## config.mk

```make
export PLATFORM = sky130hd
export DESIGN_NAME = regfile_param_flat
export DESIGN_NICKNAME = d
export VERILOG_FILES = /design/src/rtl/regfile_param_if.sv /design/src/rtl/regfile_param.sv /design/src/flat_wrapper.sv
export SDC_FILE = /design/constraint.sdc
export NUM_CORES = 1
export LEC_CHECK = 0
export ABC_AREA = 0
export BUFFER_PORTS_ARGS = -buffer_cell sky130_fd_sc_hd__buf_2
export CAP_MARGIN = 20
export CORE_MARGIN = 5
export CORE_UTILIZATION = 39
export CTS_BUF_LIST = sky130_fd_sc_hd__clkbuf_8
export CTS_CLUSTER_DIAMETER = 50
export DETAILED_ROUTE_END_ITERATION = 10
export REMOVE_ABC_BUFFERS = 1
export SLEW_MARGIN = 20
export SYNTH_ARGS = -nofsm -noshare
export SYNTH_HDL_FRONTEND = slang
export SYNTH_SLANG_ARGS = --single-unit
```

## constraint.sdc

```tcl
create_clock -name clk -period 1.5 [get_ports clk]
set_input_delay 0.3 -clock clk [delete_from_list [all_inputs] [get_ports clk]]
set_output_delay 0.3 -clock clk [all_outputs]
set_load 0.05 [all_outputs]
```

## src/rtl/regfile_param_if.sv

```systemverilog
// regfile_param_if: register-file access bus between decode/writeback (master)
// and the register file (slave).
interface regfile_param_if #(
  parameter int unsigned DATA_W = 8,
  parameter int unsigned ADDR_W = 3
);
  logic [ADDR_W-1:0] read_reg1;
  logic [ADDR_W-1:0] read_reg2;
  logic [ADDR_W-1:0] write_reg;
  logic [DATA_W-1:0] write_data;
  logic              regwrite;
  logic [DATA_W-1:0] read_data1;
  logic [DATA_W-1:0] read_data2;
  logic              init_done;

  modport master (
    output read_reg1, read_reg2, write_reg, write_data, regwrite,
    input  read_data1, read_data2, init_done
  );

  modport slave (
    input  read_reg1, read_reg2, write_reg, write_data, regwrite,
    output read_data1, read_data2, init_done
  );
endinterface

```

## src/rtl/regfile_param.sv

```systemverilog
// regfile_param: parametric 2R1W register file with write-to-read bypass and a
// sequential reset-time init walker. Define REGFILE_ZERO_REG_EN to hardwire reg 0 to zero.
module regfile_param #(
  parameter int unsigned DATA_W = 8,
  parameter int unsigned ADDR_W = 3
) (
  input  logic           clk,
  input  logic           rst,
  regfile_param_if.slave rf
);
  localparam int unsigned DEPTH = 2**ADDR_W;
  localparam logic [ADDR_W-1:0] LAST_IDX = ADDR_W'(DEPTH - 1);

  typedef enum logic {ST_INIT = 1'b0, ST_RUN = 1'b1} state_t;

  state_t            r_state;
  state_t            w_state_nxt;
  logic [ADDR_W-1:0] r_idx;
  logic [ADDR_W-1:0] w_idx_nxt;
  logic              r_init_done;
  logic              w_done_nxt;
  logic [DATA_W-1:0] r_mem [DEPTH];

  logic              w_we;
  logic [ADDR_W-1:0] w_waddr;
  logic [DATA_W-1:0] w_wdata;
  logic [DATA_W-1:0] w_rd1;
  logic [DATA_W-1:0] w_rd2;

  // Control state register
  always_ff @(posedge clk) begin
    if (rst) begin
      r_state     <= ST_INIT;
      r_idx       <= '0;
      r_init_done <= 1'b0;
    end else begin
      r_state     <= w_state_nxt;
      r_idx       <= w_idx_nxt;
      r_init_done <= w_done_nxt;
    end
  end

  // Next state and the single storage write port (walker in INIT, bus in RUN)
  always_comb begin
    w_state_nxt = r_state;
    w_idx_nxt   = r_idx;
    w_done_nxt  = r_init_done;
    w_we        = 1'b0;
    w_waddr     = '0;
    w_wdata     = '0;
    case (r_state)
      ST_INIT: begin
        w_we      = 1'b1;
        w_waddr   = r_idx;
        w_wdata   = DATA_W'(32'(r_idx) + 32'd1);
`ifdef REGFILE_ZERO_REG_EN
        if (r_idx == '0) w_wdata = '0;
`endif
        w_idx_nxt = r_idx + ADDR_W'(1);
        if (r_idx == LAST_IDX) begin
          w_state_nxt = ST_RUN;
          w_done_nxt  = 1'b1;
        end
      end
      ST_RUN: begin
        w_we    = rf.regwrite;
        w_waddr = rf.write_reg;
        w_wdata = rf.write_data;
`ifdef REGFILE_ZERO_REG_EN
        if (rf.write_reg == '0) w_we = 1'b0;
`endif
      end
      default: w_state_nxt = ST_INIT;
    endcase
  end

  // Storage is never cleared by reset; a reset edge only suppresses the write
  always_ff @(posedge clk) begin
    if (!rst && w_we) r_mem[w_waddr] <= w_wdata;
  end

  // Combinational reads with same-cycle write bypass; zero while initialising
  always_comb begin
    w_rd1 = '0;
    w_rd2 = '0;
    if (r_state == ST_RUN) begin
      w_rd1 = (rf.regwrite && (rf.write_reg == rf.read_reg1)) ? rf.write_data : r_mem[rf.read_reg1];
      w_rd2 = (rf.regwrite && (rf.write_reg == rf.read_reg2)) ? rf.write_data : r_mem[rf.read_reg2];
`ifdef REGFILE_ZERO_REG_EN
      if (rf.read_reg1 == '0) w_rd1 = '0;
      if (rf.read_reg2 == '0) w_rd2 = '0;
`endif
    end
  end

  assign rf.read_data1 = w_rd1;
  assign rf.read_data2 = w_rd2;
  assign rf.init_done  = r_init_done;

endmodule

```

## src/flat_wrapper.sv

```systemverilog
// flat-port wrapper written by rule: the top's interface ports become plain ports
module regfile_param_flat 
#(
  parameter int unsigned DATA_W = 8,
  parameter int unsigned ADDR_W = 3
)
  (clk, rst, rf_read_reg1, rf_read_reg2, rf_write_reg, rf_write_data, rf_regwrite, rf_read_data1, rf_read_data2, rf_init_done);
  regfile_param_if #(.DATA_W(DATA_W), .ADDR_W(ADDR_W)) rf_i ();
  input  logic clk;
  input  logic rst;
  input wire logic [$bits(rf_i.read_reg1)-1:0] rf_read_reg1;
  input wire logic [$bits(rf_i.read_reg2)-1:0] rf_read_reg2;
  input wire logic [$bits(rf_i.write_reg)-1:0] rf_write_reg;
  input wire logic [$bits(rf_i.write_data)-1:0] rf_write_data;
  input wire logic [$bits(rf_i.regwrite)-1:0] rf_regwrite;
  output wire logic [$bits(rf_i.read_data1)-1:0] rf_read_data1;
  output wire logic [$bits(rf_i.read_data2)-1:0] rf_read_data2;
  output wire logic [$bits(rf_i.init_done)-1:0] rf_init_done;
  assign rf_i.read_reg1 = rf_read_reg1;
  assign rf_i.read_reg2 = rf_read_reg2;
  assign rf_i.write_reg = rf_write_reg;
  assign rf_i.write_data = rf_write_data;
  assign rf_i.regwrite = rf_regwrite;
  assign rf_read_data1 = rf_i.read_data1;
  assign rf_read_data2 = rf_i.read_data2;
  assign rf_init_done = rf_i.init_done;
  regfile_param #(.DATA_W(DATA_W), .ADDR_W(ADDR_W)) u_core (.clk(clk), .rst(rst), .rf(rf_i));
endmodule
```

======== After elaboration in Yosys (flattened, before gate mapping) ========
Memory sizes are Yosys's and may differ from the RTL's.
Cells that the tools add are included.
operators by class
  add/subtract/negate cells ............... 2
  equal/unequal tests ..................... 3
  muxes and demuxes ....................... 11
  bitwise operators ....................... 1
  reductions and logical operators ........ 5
operators by type and width
  kind                 count
  $mux 8               4
  $pmux 8 s2           1
  $eq 3x3->1           2
  $pmux 3 s2           1
  $add 3x1->4 const B  1
  $mux 1               4
  $add 3x1->3 const B  1
  $eq 3x3->1 const B   1
  $logic_and 1x1->1    3
  $pmux 1 s2           1
  $reduce_and 2->1     1
  $logic_not 1->1      1
  $not 1->1            1
word-level totals
  bits in registers ....................... 5
  RAM bits ................................ 64
  input bits .............................. 20
  word-level logic and storage cells ...... 26
  memories ................................ 1
memories
  name          depth  bits a word  read ports  clocked after Yosys merged registers in  write ports  line                 text
  u_core.r_mem  8      8            2           0                                        1            regfile_param.sv:22  logic [DATA_W-1:0] r_mem [DEPTH];

======== Longest topological paths before layout ========
  depth in word-level cells ............... 5
  gate-level depth with buffers ........... 6
  mapped depth without buffers ............ 4

======== Least setup slack after synthesis ========
Ideal clock, no wire load.
  kind .................................... input-to-output
  start ................................... in rf_write_reg[2]
  end ..................................... out rf_read_data2[5]
  arrival time ............................ 1775 ps
  data required time ...................... 1200 ps
  slack ................................... -575 ps
  stages on the path ...................... 6
  path buffers ............................ 2
  path through ............................ buf_2 -> xnor2_1 -> nand4_1 -> buf_2 -> o21ai_0 -> a21oi_1
between the ends
  word-level cells in the longest chain between the ends .. 4
RTL lines
  what               line                 text
  start, declared    flat_wrapper.sv:13   input wire logic [$bits(rf_i.write_reg)-1:0] rf_write_reg;
  $eq 3x3->1         regfile_param.sv:88  w_rd2 = (rf.regwrite && (rf.write_reg == rf.read_reg2)) ? rf.write_data : r_mem[rf.read_reg2];
  $logic_and 1x1->1  regfile_param.sv:88
  $mux 8             regfile_param.sv:88
  $mux 8             regfile_param.sv:86  if (r_state == ST_RUN) begin
  end, declared      flat_wrapper.sv:17   output wire logic [$bits(rf_i.read_data2)-1:0] rf_read_data2;
Every way passes these cells.

==> flow_metrics.tcl <==
set metrics [dict create \
    cts_buffers 9 \
    wl_mm 9.693 \
    synth-compound-area-share_pct 10.74 \
    cp_slowest_stage_delay_ps 480 \
    crit_path_top_delay_cell "mux4_2" \
    rr_endpoint "u_core.r_mem[2][4]" \
    hp-start "rst" \
    final-max-slew-violation-count 0 \
    synth_top_cell_by_area "edfxtp_1" \
    syn_inst 261 \
    critPathMaxFanout 2 \
    syn_area_mm2 0.003528 \
    skew_ps 3.641 \
    ys_types 29 \
    internal_power_w 0.003251 \
    core_mm2 0.008763 \
    post-place-ws_ps -453.7 \
    clk_pin_slew_ps 70 \
    cts.sinks 69 \
    final_cell_area_mm2 0.004780 \
    synth-seq-cells 69 \
    rsz0062_at_grt "true" \
    slew-limit-headroom_pct 67.34 \
    htree_levels 3 \
    synthMuxAreaShare_pct 20.64 \
    ys_seq_area_share_pct 57.30 \
    hold_depth 2 \
    drive_gt1_share_pct 49.28 \
    synth_top_family_by_area "multiplexers" \
    postPlaceCellArea_mm2 0.004205 \
    yosys.area_share.simple_pct 5.567 \
    crit_chain "mux4_2 -> mux2i_1 -> a21oi_1 -> buf_4" \
    combPwrFrac_pct 15.6 \
    netlist_top_cells_area "edfxtp_1 54%, mux2i_1 8.5%, mux4_2 7.7%" \
    p_seq_share_pct 51.0 \
    period_needed_ps 1969 \
    detailed_place_hpwl_mm 7.019 \
    fp.dieArea_mm2 0.01105 \
    power_density_mw_per_mm2 910.6 \
    tritoncts "built" \
    grt-ovfl-total 0 \
    r2r_slack_ps -10 \
    peakVddDrop_v 0.0004467 \
    clk_latency_ps 340 \
    drc_errors 0 \
    worst_pin_slew_ps 489.9 \
    p_leak_nw 1.736 \
    grt_max_degree 20 \
    ys.warnings.count 0 \
    critical_path_required_ps 1200 \
    failed_checks "setup timing" \
    drv_cap 0 \
    switching_power_w 0.001101 \
    synthAdderAreaFrac_pct 0.7092 \
    worstReg2RegStart "u_core.r_state" \
    cts_buffer_depth 2 \
    postSynthAreaPerCell_um2 13.52 \
    io_pins 37 \
    firstDrtPassIters 5 \
    fp.dieH_um 105.1 \
    end_kind "primary output" \
    synth_top_area_share_pct 54.47 \
    diodes 0 \
    pwr-share-clk_pct 33.4 \
    first_global_vias 2684 \
    viasPerCell 5.578 \
    path_class "reg -> out" \
    finalHoldViolations 0 \
    start_util_pct 40.26 \
    post-place-cells 437 \
    wl_per_cell_um 21.21 \
    ant_nets 0 \
    io_buffers 36 \
    layout.nets 366 \
    max_freq_ghz 0.5079 \
    arrival_ps 1670 \
    grtUsageTotal_pct 17.79 \
    clockRootBuffer "clkbuf_8" \
    syn2layout_area_growth_pct 35.46 \
    ctsHoldBuffers 0 \
    switching_share_pct 25.30 \
    status "finished with violations" \
    fin_crit_sh_pct 131.2 \
    fin_cells 457 \
    dr_total_vias 2549 \
    startpoint_type "flip-flop" \
    whs_endpoint "u_core.r_idx[1]" \
    r2r_cells 6 \
    synthXorXnorAreaFrac_pct 1.738 \
    rows 34 \
    holdCritPathClass "in -> reg" \
    setup_viol 19 \
    die_x_um 105.1 \
    drt_iter0_drc 178 \
    gp_congestion 0.8196 \
    grt_pass1_wl_mm 15.02 \
    setup_ws_ps -468.7 \
    antenna_found_initial 0 \
]
==> cell type report <==
cell class / count / area [µm²]
Fill cell: 736 / 3984
Sequential cell: 69 / 2028
Multi-Input combinational cell: 171 / 1600
Timing Repair Buffer: 91 / 809.5
Tap cell: 108 / 135.1
Clock buffer: 9 / 123.9
Clock inverter: 7 / 67.56
Inverter: 2 / 15.01
==> critical path, delay by kind of cell, from the launching register on <==
| kind | cells | cell delay [ps] |
|---|---|---|
| mux | 2 | 630 |
| compound gates | 1 | 80 |
| flops | 1 | 420 |
| buf+inv | 1 | 190 |
==> cell usage after synthesis <==
| cell type | instances |
|---|---|
| buf_4 | 3 |
| inv_1 | 1 |
| xnor2_1 | 6 |
| nor2_1 | 15 |
| o21ai_0 | 17 |
| a21o_1 | 1 |
| ha_1 | 2 |
| nor3b_1 | 1 |
| mux4_1 | 6 |
| edfxtp_1 | 64 |
| and2_1 | 4 |
| dfxtp_1 | 5 |
| o22ai_1 | 15 |
| buf_2 | 9 |
| clkbuf_1 | 5 |
| mux4_2 | 12 |
| nand4_1 | 2 |
| a31oi_1 | 2 |
| nand3_1 | 1 |
| a21oi_1 | 35 |
| buf_6 | 2 |
| nand2b_1 | 3 |
| nor3_1 | 2 |
| inv_2 | 1 |
| xor2_1 | 1 |
| o21ai_1 | 1 |
| nand2_1 | 13 |
| or2_1 | 2 |
| mux2i_1 | 30 |
==> flip-flops by register name (all words and copies together), names as in the netlist <==
register and cells:
u_core.r_mem 64, u_core.r_idx 3, u_core.r_state 1, u_core.rf.init_done 1
==> stage by stage <==
step                power [W]  utilization [%]  setup TNS [ps]  hold slack, ps
finish               0.004353            54.54           -6899           207.9
global route         0.004531            54.54           -8417           234.5
CTS                  0.004315            52.58           -7561           195.4
detailed placement   0.002825            47.99           -7796           456.2
global placement     0.002812            47.99           -7173           449.1
floorplan            0.002508                -          -38630           369.1
==> metal layers <==
metal / track usage (%) / part of all wire (%)
met5: 0 / 0
met4: 6.393 / 0.82
met3: 2.959 / 5.3
met2: 28.96 / 50
met1: 24.05 / 44
==> layout by cell type, fill, tap and decap left out, drive strengths merged <==
| cell | netlist | routed |
|---|---|---|
| clkinv | 0 | 3 |
| a21o | 1 | 1 |
| clkbuf | 5 | 10 |
| nand2b | 3 | 3 |
| nor2 | 15 | 15 |
| o22ai | 15 | 15 |
| a21oi | 35 | 35 |
| xor2 | 1 | 1 |
| nand4 | 2 | 2 |
| edfxtp | 64 | 64 |
| clkinvlp | 0 | 2 |
| o21ai | 18 | 18 |
| nor3 | 2 | 2 |
| mux2i | 30 | 30 |
| bufinv | 0 | 1 |
| ha | 2 | 2 |
| buf | 14 | 90 |
| mux4 | 18 | 18 |
| a31oi | 2 | 2 |
| or2 | 2 | 2 |
| xnor2 | 6 | 6 |
| nand2 | 13 | 13 |
| nand3 | 1 | 1 |
| dfxtp | 5 | 5 |
| nor3b | 1 | 1 |
| and2 | 4 | 4 |
| inv | 2 | 3 |
==> power groups by stage <==
stage / Sequential [W] / Clock [W] / Combinational [W]
after floorplan: 0.00225 / 0 / 0.000261
after global placement: 0.00225 / 0 / 0.000560
after detailed placement: 0.00226 / 0 / 0.000569
after CTS: 0.00221 / 0.00148 / 0.000620
after global routing: 0.00223 / 0.00158 / 0.000723
final: 0.00222 / 0.00145 / 0.000679
==> cells by family after synthesis <==
logic type,count (synthesis)
compound gates,71
flops,69
mux,48
simple gates,43
buf+inv,21
xor+xnor,7
fa+ha+maj,2
==> repair_timing <==
item,CTS,global route
buffers inserted,4,1
setup endpoints to repair,51,94
gates resized for setup,61,55
pin swaps,34,16
gates cloned,1,0
==> how the worst max path moves through the flow <==
stage | end | cells past startpoint | startpoint | slack (ps)
floorplan | rf_read_data1[0] | 2 | u_core.r_state | -610
CTS | rf_read_data1[1] | 4 | u_core.r_mem[3][1] | -490
global route | rf_read_data2[2] | 8 | rf_read_reg2[1] | -530
detailed placement | rf_read_data2[4] | 7 | rf_read_reg2[1] | -450
global placement | rf_read_data1[4] | 7 | rf_read_reg1[1] | -420
finish | rf_read_data1[6] | 4 | u_core.r_mem[5][6] | -470
Note: power is estimated with default switching activity, not from simulation.
